File: src/rtl/mmio_pkg.sv
// Shared encodings and defaults for the CPU-to-RAM/board-I/O memory-mapped bridge.
package mmio_pkg;

  typedef enum logic [1:0] {
    MEM_NONE  = 2'b00,
    MEM_READ  = 2'b01,
    MEM_WRITE = 2'b10,
    MEM_ILL   = 2'b11
  } mem_cmd_e;

  localparam logic [8:0] DEF_OUT_BASE = 9'h100;
  localparam logic [8:0] DEF_IN_BASE  = 9'h140;
  localparam logic [8:0] DEF_TMR_BASE = 9'h1C0;

  localparam int TMR_EN_BIT  = 0;
  localparam int TMR_CLR_BIT = 1;
  localparam int TMR_OVF_BIT = 15;

endpackage

File: src/rtl/mmio_if.sv
// CPU-side memory bus: command, address, write payload and registered read result.
interface mmio_if #(
  parameter int DATA_W = 16,
  parameter int ADDR_W = 9
);
  logic [1:0]        mem_cmd;
  logic [ADDR_W-1:0] mem_addr;
  logic [DATA_W-1:0] write_data;
  logic [DATA_W-1:0] read_data;

  modport master (output mem_cmd, output mem_addr, output write_data, input read_data);
  modport slave  (input mem_cmd, input mem_addr, input write_data, output read_data);
endinterface

File: src/rtl/mmio_sync2.sv
// Two-flop synchroniser for an asynchronous input word, cleared by the async reset.
module mmio_sync2 #(
  parameter int DATA_W = 16
) (
  input  logic              clk,
  input  logic              rst_n,
  input  logic [DATA_W-1:0] async_in,
  output logic [DATA_W-1:0] sync_out
);

  logic [DATA_W-1:0] meta_r;
  logic [DATA_W-1:0] sync_r;

  // metastability stage followed by the stable output stage
  always_ff @(posedge clk or negedge rst_n) begin
    if (!rst_n) begin
      meta_r <= '0;
      sync_r <= '0;
    end else begin
      meta_r <= async_in;
      sync_r <= meta_r;
    end
  end

  assign sync_out = sync_r;

endmodule

File: src/rtl/mmio_bridge.sv
// Memory-mapped bridge: lower half of the address space goes to RAM, upper half
// holds output registers, synchronised input ports and a free-running cycle timer.
module mmio_bridge
  import mmio_pkg::*;
#(
  parameter int               DATA_W   = 16,
  parameter int               ADDR_W   = 9,
  parameter int               NUM_OUT  = 2,
  parameter int               NUM_IN   = 2,
  parameter logic [ADDR_W-1:0] OUT_BASE = DEF_OUT_BASE,
  parameter logic [ADDR_W-1:0] IN_BASE  = DEF_IN_BASE,
  parameter logic [ADDR_W-1:0] TMR_BASE = DEF_TMR_BASE
) (
  input  logic                      clk,
  input  logic                      reset,
  mmio_if.slave                     bus,
  output logic [ADDR_W-2:0]         ram_addr,
  output logic                      ram_write,
  output logic [DATA_W-1:0]         ram_din,
  input  logic [DATA_W-1:0]         ram_dout,
  input  logic [NUM_IN*DATA_W-1:0]  in_port,
  output logic [NUM_OUT*DATA_W-1:0] out_port,
  output logic                      bus_err
);

  if ((NUM_OUT < 1) || (NUM_OUT > 64) || (NUM_IN < 1) || (NUM_IN > 64) || (DATA_W < 16) ||
      !OUT_BASE[ADDR_W-1] || !IN_BASE[ADDR_W-1] || !TMR_BASE[ADDR_W-1] ||
      (int'(OUT_BASE) + NUM_OUT > int'(IN_BASE)) ||
      (int'(IN_BASE) + NUM_IN > int'(TMR_BASE)) ||
      (int'(TMR_BASE) + 2 > (1 << ADDR_W))) begin : g_bad_cfg
    $error("mmio_bridge: address regions overlap or exceed the I/O half");
  end

  logic [ADDR_W-1:0]  addr_s;
  logic [DATA_W-1:0]  wdata_s;
  logic               is_io_s, rd_s, wr_s, ill_s;
  logic [NUM_OUT-1:0] out_sel_s;
  logic [NUM_IN-1:0]  in_sel_s;
  logic               cnt_hit_s, ctl_hit_s, unmapped_s;
  logic [DATA_W-1:0]  in_sync_s [NUM_IN];
  logic [DATA_W-1:0]  out_reg_r [NUM_OUT];
  logic [DATA_W-1:0]  count_r, count_nxt_s, ctl_rd_s, io_rd_s;
  logic               en_r, ovf_r, ovf_nxt_s;
  logic               ctl_wr_s, clr_s, w1c_s, preload_s, wrap_s;
  logic [DATA_W-1:0]  io_data_r, read_data_r;
  logic               rd_pend_r, rd_ram_r, bus_err_r;

  assign addr_s  = bus.mem_addr;
  assign wdata_s = bus.write_data;

  // command and address decode
  always_comb begin
    is_io_s = addr_s[ADDR_W-1];
    rd_s    = (bus.mem_cmd == MEM_READ);
    wr_s    = (bus.mem_cmd == MEM_WRITE);
    ill_s   = (bus.mem_cmd == MEM_ILL);
    for (int i = 0; i < NUM_OUT; i++) begin
      out_sel_s[i] = (addr_s == OUT_BASE + ADDR_W'(i));
    end
    for (int i = 0; i < NUM_IN; i++) begin
      in_sel_s[i] = (addr_s == IN_BASE + ADDR_W'(i));
    end
    cnt_hit_s  = (addr_s == TMR_BASE);
    ctl_hit_s  = (addr_s == TMR_BASE + ADDR_W'(1));
    unmapped_s = is_io_s && !((|out_sel_s) || (|in_sel_s) || cnt_hit_s || ctl_hit_s);
  end

  assign ram_addr  = addr_s[ADDR_W-2:0];
  assign ram_din   = wdata_s;
  assign ram_write = wr_s & ~is_io_s;

  for (genvar g = 0; g < NUM_IN; g++) begin : g_sync
    mmio_sync2 #(.DATA_W(DATA_W)) u_sync (
      .clk      (clk),
      .rst_n    (reset),
      .async_in (in_port[g*DATA_W +: DATA_W]),
      .sync_out (in_sync_s[g])
    );
  end

  for (genvar g = 0; g < NUM_OUT; g++) begin : g_out
    assign out_port[g*DATA_W +: DATA_W] = out_reg_r[g];
  end

  // I/O read mux; selects are one-hot so OR-combining is exact, unmapped gives 0
  always_comb begin
    ctl_rd_s              = '0;
    ctl_rd_s[TMR_EN_BIT]  = en_r;
    ctl_rd_s[TMR_OVF_BIT] = ovf_r;
    io_rd_s = '0;
    for (int i = 0; i < NUM_OUT; i++) begin
      io_rd_s = io_rd_s | (out_sel_s[i] ? out_reg_r[i] : '0);
    end
    for (int i = 0; i < NUM_IN; i++) begin
      io_rd_s = io_rd_s | (in_sel_s[i] ? in_sync_s[i] : '0);
    end
    io_rd_s = io_rd_s | (cnt_hit_s ? count_r : '0) | (ctl_hit_s ? ctl_rd_s : '0);
  end

  // timer next state: CLR beats preload beats increment; a wrap beats OVF W1C
  always_comb begin
    ctl_wr_s  = wr_s & ctl_hit_s;
    clr_s     = ctl_wr_s & wdata_s[TMR_CLR_BIT];
    w1c_s     = ctl_wr_s & wdata_s[TMR_OVF_BIT];
    preload_s = wr_s & cnt_hit_s;
    wrap_s    = en_r & ~clr_s & ~preload_s & (&count_r);
    if (clr_s) begin
      count_nxt_s = '0;
    end else if (preload_s) begin
      count_nxt_s = wdata_s;
    end else if (en_r) begin
      count_nxt_s = count_r + DATA_W'(1);
    end else begin
      count_nxt_s = count_r;
    end
    if (wrap_s) begin
      ovf_nxt_s = 1'b1;
    end else if (w1c_s) begin
      ovf_nxt_s = 1'b0;
    end else begin
      ovf_nxt_s = ovf_r;
    end
  end

  // output register file
  always_ff @(posedge clk or negedge reset) begin
    if (!reset) begin
      for (int i = 0; i < NUM_OUT; i++) out_reg_r[i] <= '0;
    end else begin
      for (int i = 0; i < NUM_OUT; i++) begin
        if (wr_s && out_sel_s[i]) out_reg_r[i] <= wdata_s;
      end
    end
  end

  // timer count and control state
  always_ff @(posedge clk or negedge reset) begin
    if (!reset) begin
      count_r <= '0;
      en_r    <= 1'b0;
      ovf_r   <= 1'b0;
    end else begin
      count_r <= count_nxt_s;
      ovf_r   <= ovf_nxt_s;
      if (ctl_wr_s) en_r <= wdata_s[TMR_EN_BIT];
    end
  end

  // two-stage read pipeline: capture source at the read edge, publish one edge later
  always_ff @(posedge clk or negedge reset) begin
    if (!reset) begin
      rd_pend_r   <= 1'b0;
      rd_ram_r    <= 1'b0;
      io_data_r   <= '0;
      read_data_r <= '0;
    end else begin
      rd_pend_r <= rd_s;
      if (rd_s) begin
        rd_ram_r  <= ~is_io_s;
        io_data_r <= io_rd_s;
      end
      if (rd_pend_r) read_data_r <= rd_ram_r ? ram_dout : io_data_r;
    end
  end

  // sticky illegal-access flag
  always_ff @(posedge clk or negedge reset) begin
    if (!reset) begin
      bus_err_r <= 1'b0;
    end else if (ill_s || ((rd_s || wr_s) && unmapped_s)) begin
      bus_err_r <= 1'b1;
    end
  end

  assign bus.read_data = read_data_r;
  assign bus_err       = bus_err_r;

endmodule
File: src/flat_wrapper.sv
// flat-port wrapper written by rule: the top's interface ports become plain ports
module mmio_bridge_flat import mmio_pkg::*;
#(
  parameter int               DATA_W   = 16,
  parameter int               ADDR_W   = 9,
  parameter int               NUM_OUT  = 2,
  parameter int               NUM_IN   = 2,
  parameter logic [ADDR_W-1:0] OUT_BASE = DEF_OUT_BASE,
  parameter logic [ADDR_W-1:0] IN_BASE  = DEF_IN_BASE,
  parameter logic [ADDR_W-1:0] TMR_BASE = DEF_TMR_BASE
)
  (clk, reset, ram_addr, ram_write, ram_din, ram_dout, in_port, out_port, bus_err, bus_mem_cmd, bus_mem_addr, bus_write_data, bus_read_data);
  mmio_if #(.DATA_W(DATA_W), .ADDR_W(ADDR_W)) bus_i ();
  input  logic clk;
  input  logic reset;
  output logic [ADDR_W-2:0] ram_addr;
  output logic ram_write;
  output logic [DATA_W-1:0] ram_din;
  input  logic [DATA_W-1:0] ram_dout;
  input  logic [NUM_IN*DATA_W-1:0] in_port;
  output logic [NUM_OUT*DATA_W-1:0] out_port;
  output logic bus_err;
  input wire logic [$bits(bus_i.mem_cmd)-1:0] bus_mem_cmd;
  input wire logic [$bits(bus_i.mem_addr)-1:0] bus_mem_addr;
  input wire logic [$bits(bus_i.write_data)-1:0] bus_write_data;
  output wire logic [$bits(bus_i.read_data)-1:0] bus_read_data;
  assign bus_i.mem_cmd = bus_mem_cmd;
  assign bus_i.mem_addr = bus_mem_addr;
  assign bus_i.write_data = bus_write_data;
  assign bus_read_data = bus_i.read_data;
  mmio_bridge #(.DATA_W(DATA_W), .ADDR_W(ADDR_W), .NUM_OUT(NUM_OUT), .NUM_IN(NUM_IN), .OUT_BASE(OUT_BASE), .IN_BASE(IN_BASE), .TMR_BASE(TMR_BASE)) u_core (.clk(clk), .reset(reset), .bus(bus_i), .ram_addr(ram_addr), .ram_write(ram_write), .ram_din(ram_din), .ram_dout(ram_dout), .in_port(in_port), .out_port(out_port), .bus_err(bus_err));
endmodule
File: config.mk
export PLATFORM = sky130hd
export DESIGN_NAME = mmio_bridge_flat
export DESIGN_NICKNAME = d
export VERILOG_FILES = /design/src/rtl/mmio_pkg.sv /design/src/rtl/mmio_if.sv /design/src/rtl/mmio_sync2.sv /design/src/rtl/mmio_bridge.sv /design/src/flat_wrapper.sv
export SDC_FILE = /design/constraint.sdc
export NUM_CORES = 1
export LEC_CHECK = 0
export CAP_MARGIN = 20
export CORE_MARGIN = 4
export CORE_UTILIZATION = 49
export DETAILED_ROUTE_END_ITERATION = 8
export GPL_TIMING_DRIVEN = 0
export PLACE_DENSITY = 0.87
export SLEW_MARGIN = 25
export SYNTH_ARGS = -nofsm -noshare
export SYNTH_HDL_FRONTEND = slang
export SYNTH_SLANG_ARGS = --single-unit
File: constraint.sdc
create_clock -name clk -period 2.5 [get_ports clk]
set_clock_uncertainty 0.1 [all_clocks]
set_input_delay 0.625 -clock clk [delete_from_list [all_inputs] [get_ports clk]]
set_output_delay 0.625 -clock clk [all_outputs]
set_load 0.005 [all_outputs]
**After elaboration in Yosys (flattened, before gate mapping)**

Cells that the tools add are included.

- Word-level logic and storage cells: 67
- Output and inout bits: 74
- Input bits: 77
- Register bits after elaboration: 149

- Multiplexer cells: 12
- Reduce and logical (&&, ||, !) cells: 15
- Bitwise gates (word level): 16
- Add/sub/neg operators: 1
- Eq/ne operators: 9

Operators by type and width:

| cell | number |
|---|---|
| 16-bit two-way mux | 10 |
| 16-bit bitwise OR | 5 |
| 9-bit == test, second input constant | 6 |
| 16-bit by 1-bit adder with 16-bit output, second input constant | 1 |
| 16-bit AND reduction | 1 |
| 1-bit AND | 8 |
| 1-bit logical OR | 5 |
| 2-bit == test, second input constant | 2 |
| 1-bit logical AND | 4 |
| 2-bit OR reduction | 2 |
| 1-bit inverter | 3 |
| 3-bit nonzero test | 1 |
| 2-bit by 1-bit == test with 1-bit output, second input constant | 1 |
| 1-bit two-way mux | 2 |
| 2-bit nonzero test | 1 |
| 1-bit zero test | 1 |

**Longest topological paths before layout**

- Depth in word-level cells: 9
- Mapped depth: 8
- Depth with buffers taken out: 6

**Cells and area by module**

Synthesis repeated with hierarchy kept, for this count alone.

- Cell total of the unflattened synthesis: 491
- Area total of the unflattened synthesis: 6134.6 sq um

By module, submodules not included:

| module | cells each | seq. area each (sq um) | area an instance (sq um) | times used |
|---|---|---|---|---|
| mmio_bridge | 427 | 2127.0 | 4533.1 | 1 |
| mmio_sync2 | 32 | 800.8 | 800.8 | 2 |

**Worst setup path after synthesis**

OpenSTA, ideal clock, no wires.

- Path kind: input port to flip-flop
- From: in bus_mem_addr[7]
- To: reg u_core.out_reg_r (netlist bit u_core.out_port[10])
- Setup slack: -158 ps
- Stages: 7
- Setup time: 125 ps
- Data arrival time: 2433 ps
- Data required time: 2275 ps
- Path buffers: 3
- Cell sequence: buf_6 -> or4b_4 -> or2_1 -> buf_6 -> nor3b_4 -> buf_6 -> mux2_2

- Cells in the longest elaborated chain, start to end: 2

RTL lines:

| item | RTL line | RTL |
|---|---|---|
| start, declared | flat_wrapper.sv:24 | `input wire logic [$bits(bus_i.mem_addr)-1:0] bus_mem_addr;` |
| 9-bit == test | mmio_bridge.sv:58 | `out_sel_s[i] = (addr_s == OUT_BASE + ADDR_W'(i));` |
| 1-bit logical AND | mmio_bridge.sv:131 | `if (wr_s && out_sel_s[i]) out_reg_r[i] <= wdata_s;` |
| end signal, assigned by index | mmio_bridge.sv:131 |  |
| end, declared | mmio_bridge.sv:41 | `logic [DATA_W-1:0] out_reg_r [NUM_OUT];` |

No other way between the ends.
A chain may end at the register's enable or synchronous reset.

**Final worst setup path**

- From: in bus_mem_addr[4]
- To: reg u_core.out_reg_r (netlist bit u_core.out_port[3])

The elaborated chain is that of the path after synthesis.

==> results summary <==
The number of diodes came out at 0. The register bit count reported by yosys came out at 149. For the pin with the worst max-slew slack, the measured transition is 696 ps. CTS placed an instance of sky130_fd_sc_hd__clkbuf_16 at the clock tree root.

The clock period minus final worst setup slack came out at 2440 ps. The flow ran to the end, and the final reports show no timing, DRC or antenna violations. The endpoint identified for the worst register-to-register timing path is u_core.count_r[15]$_DFFE_PN0P_. Across the run, the number of max-cap violations was 0. The netlist uses 38 different library cells.

After detailed routing, the number of remaining DRC violations is 0. The height of the die came out at 120 um. The power density relative to cell area came out at 714 mW/mm^2.

Clock tree synthesis found a total of 149 sinks. The combined area of all synthesized cells is 0.00615 mm^2. Port buffering added 149 buffers. After filler insertion, the fill cell instance count of the layout stands at 848. In the synthesized netlist the dominant register cell turns out to be sky130_fd_sc_hd__dfrtp_1. The clock latency of the later-clocked register in the worst-skew pair came out at 420 ps.

The number of endpoints with negative hold slack in the final report is 0. Across the VDD grid, the largest voltage drop is 0.518 mV. The leakage power figure came out at 3.81 nW. The die outline area came out at 0.0144 mm^2. The overall power of the completed layout is 6.10 mW. The number of buffers inserted by hold repair at cts is 0. After clock tree synthesis, the clock-pin slew on the worst setup and hold paths is 60 ps. The tightest min-delay check is of the primary input to asynchronous set/reset pin type.

The number of top-level pins came out at 151. Net switching is 26.9% of the power. The detailed router placed 4408 vias in this run. In the post-synthesis netlist, the biggest area contributors are sky130_fd_sc_hd__dfrtp_1 61%, sky130_fd_sc_hd__mux2i_1 8.0%, sky130_fd_sc_hd__mux2_2 6.4%, sky130_fd_sc_hd__buf_4 2.9%, sky130_fd_sc_hd__a21oi_1 2.5%. The via count of the first global-routing pass is 4686. The fraction of layout instances using a drive strength above 1 is 16.9%. TritonCTS built the clock tree.

The worst setup path is launched from a primary input. The number of H-tree levels is 4. The synthesized net count came out at 570. The number of cells produced by synthesis came out at 489. The number of buffers added by the clock tree synthesis step came out at 17.

Counting along the longest clock path gives a buffer depth of 2. In this run the worst setup path begins at bus_mem_addr[4]. The width of the die is 120 um. The final count of negative-setup-slack endpoints came out at 0.

Cell internal power was estimated by the tool at 4.46 mW. The first-pass GRT wire length came out at 24600 um. The routed via count divided by cell count came out at 5.24.

The final critical path takes up 97.6% of the cycle. For this block, the initial DRC count from the detailed router was 255. STA classifies the critical path endpoint as a flip-flop. The required time of the critical path is 2700 ps. The first TritonRoute pass finished after 4 iterations. The routability congestion estimate from global placement is 0.855. The power share of the combinational group is 13.2%.

Setup repair after global routing left no endpoint under its margin. The critical path start-end classification is primary input to flip-flop. Based on the critical path, the design can be clocked at up to 0.410 GHz. The minimum setup slack after placement came out at -1120 ps. Once the floorplan was initialized, standard cells occupied 50.6% of the core.

The half-perimeter wire length after detailed placement is 11200 um. The normalized max-slew margin is 53.6%. The number of core rows is 40. The total count of max-transition violations in the final report is 0. Among all cell types in the netlist, the one instantiated most often is sky130_fd_sc_hd__dfrtp_1. The share of total power in the clock network is 41.1%. The dominant cell type by area after synthesis is sky130_fd_sc_hd__dfrtp_1. The post-layout utilization of the core is 70.2%. The largest net degree at the start of global routing is 102. The final wirelength is 15400 um. The peak fanout along the critical path came out at 8.

After synthesis, the mean cell area works out to 12.6 um^2. The part of the power in registers came out at 45.7%. The switching power total came out at 1.64 mW.

The minimum setup slack in the final design came out at 61.0 ps. Ranked by instance count, the synthesized netlist is headed by 149 x sky130_fd_sc_hd__dfrtp_1, 49 x sky130_fd_sc_hd__mux2i_1, 35 x sky130_fd_sc_hd__mux2_2. The top cell type's share of synthesized area came out at 60.6%. The area added between synthesis and finish is 38.9%. The routed wire length per instance is 18.3 um. The portion of the post-synthesis area used by sequential elements is 60.6%. For this run, the number of Yosys warnings is 0. The number of routed nets with antenna violations is 0.

The total global-route track usage is 22.1%. The initial antenna violation count came out at 0. For flop-to-flop paths, the worst setup slack is 430 ps.

The total overflow left after global routing is 0. The number of nets at the end of the flow is 742. The number of flops mapped to enable cells by yosys is 0. The core outline area came out at 0.0122 mm^2.

The logic depth of the worst register-to-register path is 5. The share of synthesized flip-flops with an asynchronous set or reset is 100%. The arrival time of the worst setup path came out at 2640 ps. The worst register-to-register path begins at u_core.en_r$_DFFE_PN0N_.
[metrics by stage]
step           hold WS, ps  TNS, ps  instances  area, um^2
2_1_floorplan          229    -1440        489        6190
3_3_place_gp           233  -761740        806        7890
3_5_place_dp           235   -53730        807        7930
4_1_cts               4.31    -8.37        841        8520
5_1_grt               18.9        0        842        8540
6_report              8.56        0        842        8540
[timing repair]
action | in CTS | in global routing
gates cloned | 1 | 0
gates resized for setup | 34 | 7
pin swaps | 1 | 0
setup buffers | 1 | 1
setup endpoints to repair | 85 | 41
[worst max-delay path by stage]
stage,to,slack [ps],cells after the start
2_1_floorplan,u_core.out_port[10]$_DFFE_PN0P_,-140,7
3_3_place_gp,u_core.g_sync[0].u_sync.sync_out[3]$_DFF_PN0_,-4750,1
3_5_place_dp,u_core.out_port[21]$_DFFE_PN0P_,-1120,7
4_1_cts,u_core.out_port[21]$_DFFE_PN0P_,-5,6
5_1_grt,u_core.count_r[8]$_DFFE_PN0P_,5,8
6_report,u_core.out_port[3]$_DFFE_PN0P_,60,7
[final cells by class]
cell class	instances	area, um^2	area share, %
tap	168	210	2.46
multi-input combinational	281	2140	25.1
buffer	50	320	3.75
inverter	9	33.8	0.395
clock buffer	17	425	4.98
clock inverter	15	163	1.90
sequential	149	3730	43.6
timing repair buffer	153	1520	17.8
[state kept, by name, summed over array words and instances, names as in the netlist]
signal                         cells
u_core.g_sync.u_sync.meta_r       32
u_core.bus_err                     1
u_core.out_port                   32
u_core.count_r                    16
u_core.rd_ram_r                    1
u_core.bus.read_data              16
u_core.g_sync.u_sync.sync_out     32
u_core.rd_pend_r                   1
u_core.en_r                        1
u_core.ovf_r                       1
u_core.io_data_r                  16
[kinds of logic after synthesis]
| logic type | Yosys count | synth area share, % |
|---|---|---|
| buffers and inverters | 59 | 5.45 |
| xor gates and xnor gates | 13 | 1.85 |
| and+or+nand+nor | 98 | 8.87 |
| AOI/OAI and AO/OA | 82 | 8.00 |
| muxes | 84 | 14.4 |
| DFF | 149 | 60.6 |
| adders and majority gates | 4 | 0.814 |
[worst max-delay path, cell delays in order]
cell and delay, ps:
sky130_fd_sc_hd__dlygate4sd2_1 260, sky130_fd_sc_hd__or4b_4 540, sky130_fd_sc_hd__or2_1 250, sky130_fd_sc_hd__buf_6 150, sky130_fd_sc_hd__nor3b_4 260, sky130_fd_sc_hd__buf_4 210, sky130_fd_sc_hd__mux2_2 340
[per-layer routing]
metal	track usage [%]	up-vias	part of all wire, %
li1	-	2050	-
met1	27.5	2205	41
met2	37.0	136	51
met3	6.83	17	6.6
met4	7.30	0	1.5
met5	0	-	0
[layout by cell type, fill, tap and decap left out, drive strengths merged, types with 3 or more instances in the layout]
cell / instances
dfrtp: 149
clkdlybuf4s50: 122
mux2i: 49
clkbuf: 36
buf: 35
mux2: 35
a21oi: 31
o21ai: 29
dlygate4sd2: 24
nor2: 19
nand2: 19
inv: 18
nor2b: 16
o22a: 14
nand3: 11
nand4: 10
xnor2: 7
xor2: 6
and4: 4
ha: 4
clkinv: 4
nand2b: 3
nor3: 3
[power by group through the flow]
| stage | clock network, mW | registers (mW) | logic (mW) |
|---|---|---|---|
| after detailed placement | 0 | 2.83 | 0.811 |
| after global routing | 2.66 | 2.82 | 0.883 |
| after floorplan | 0 | 2.78 | 0.400 |
| final | 2.51 | 2.79 | 0.804 |
| after global placement | 0 | 2.82 | 0.785 |
| after CTS | 2.55 | 2.79 | 0.808 |
Note: power is estimated with default switching activity, not from simulation.
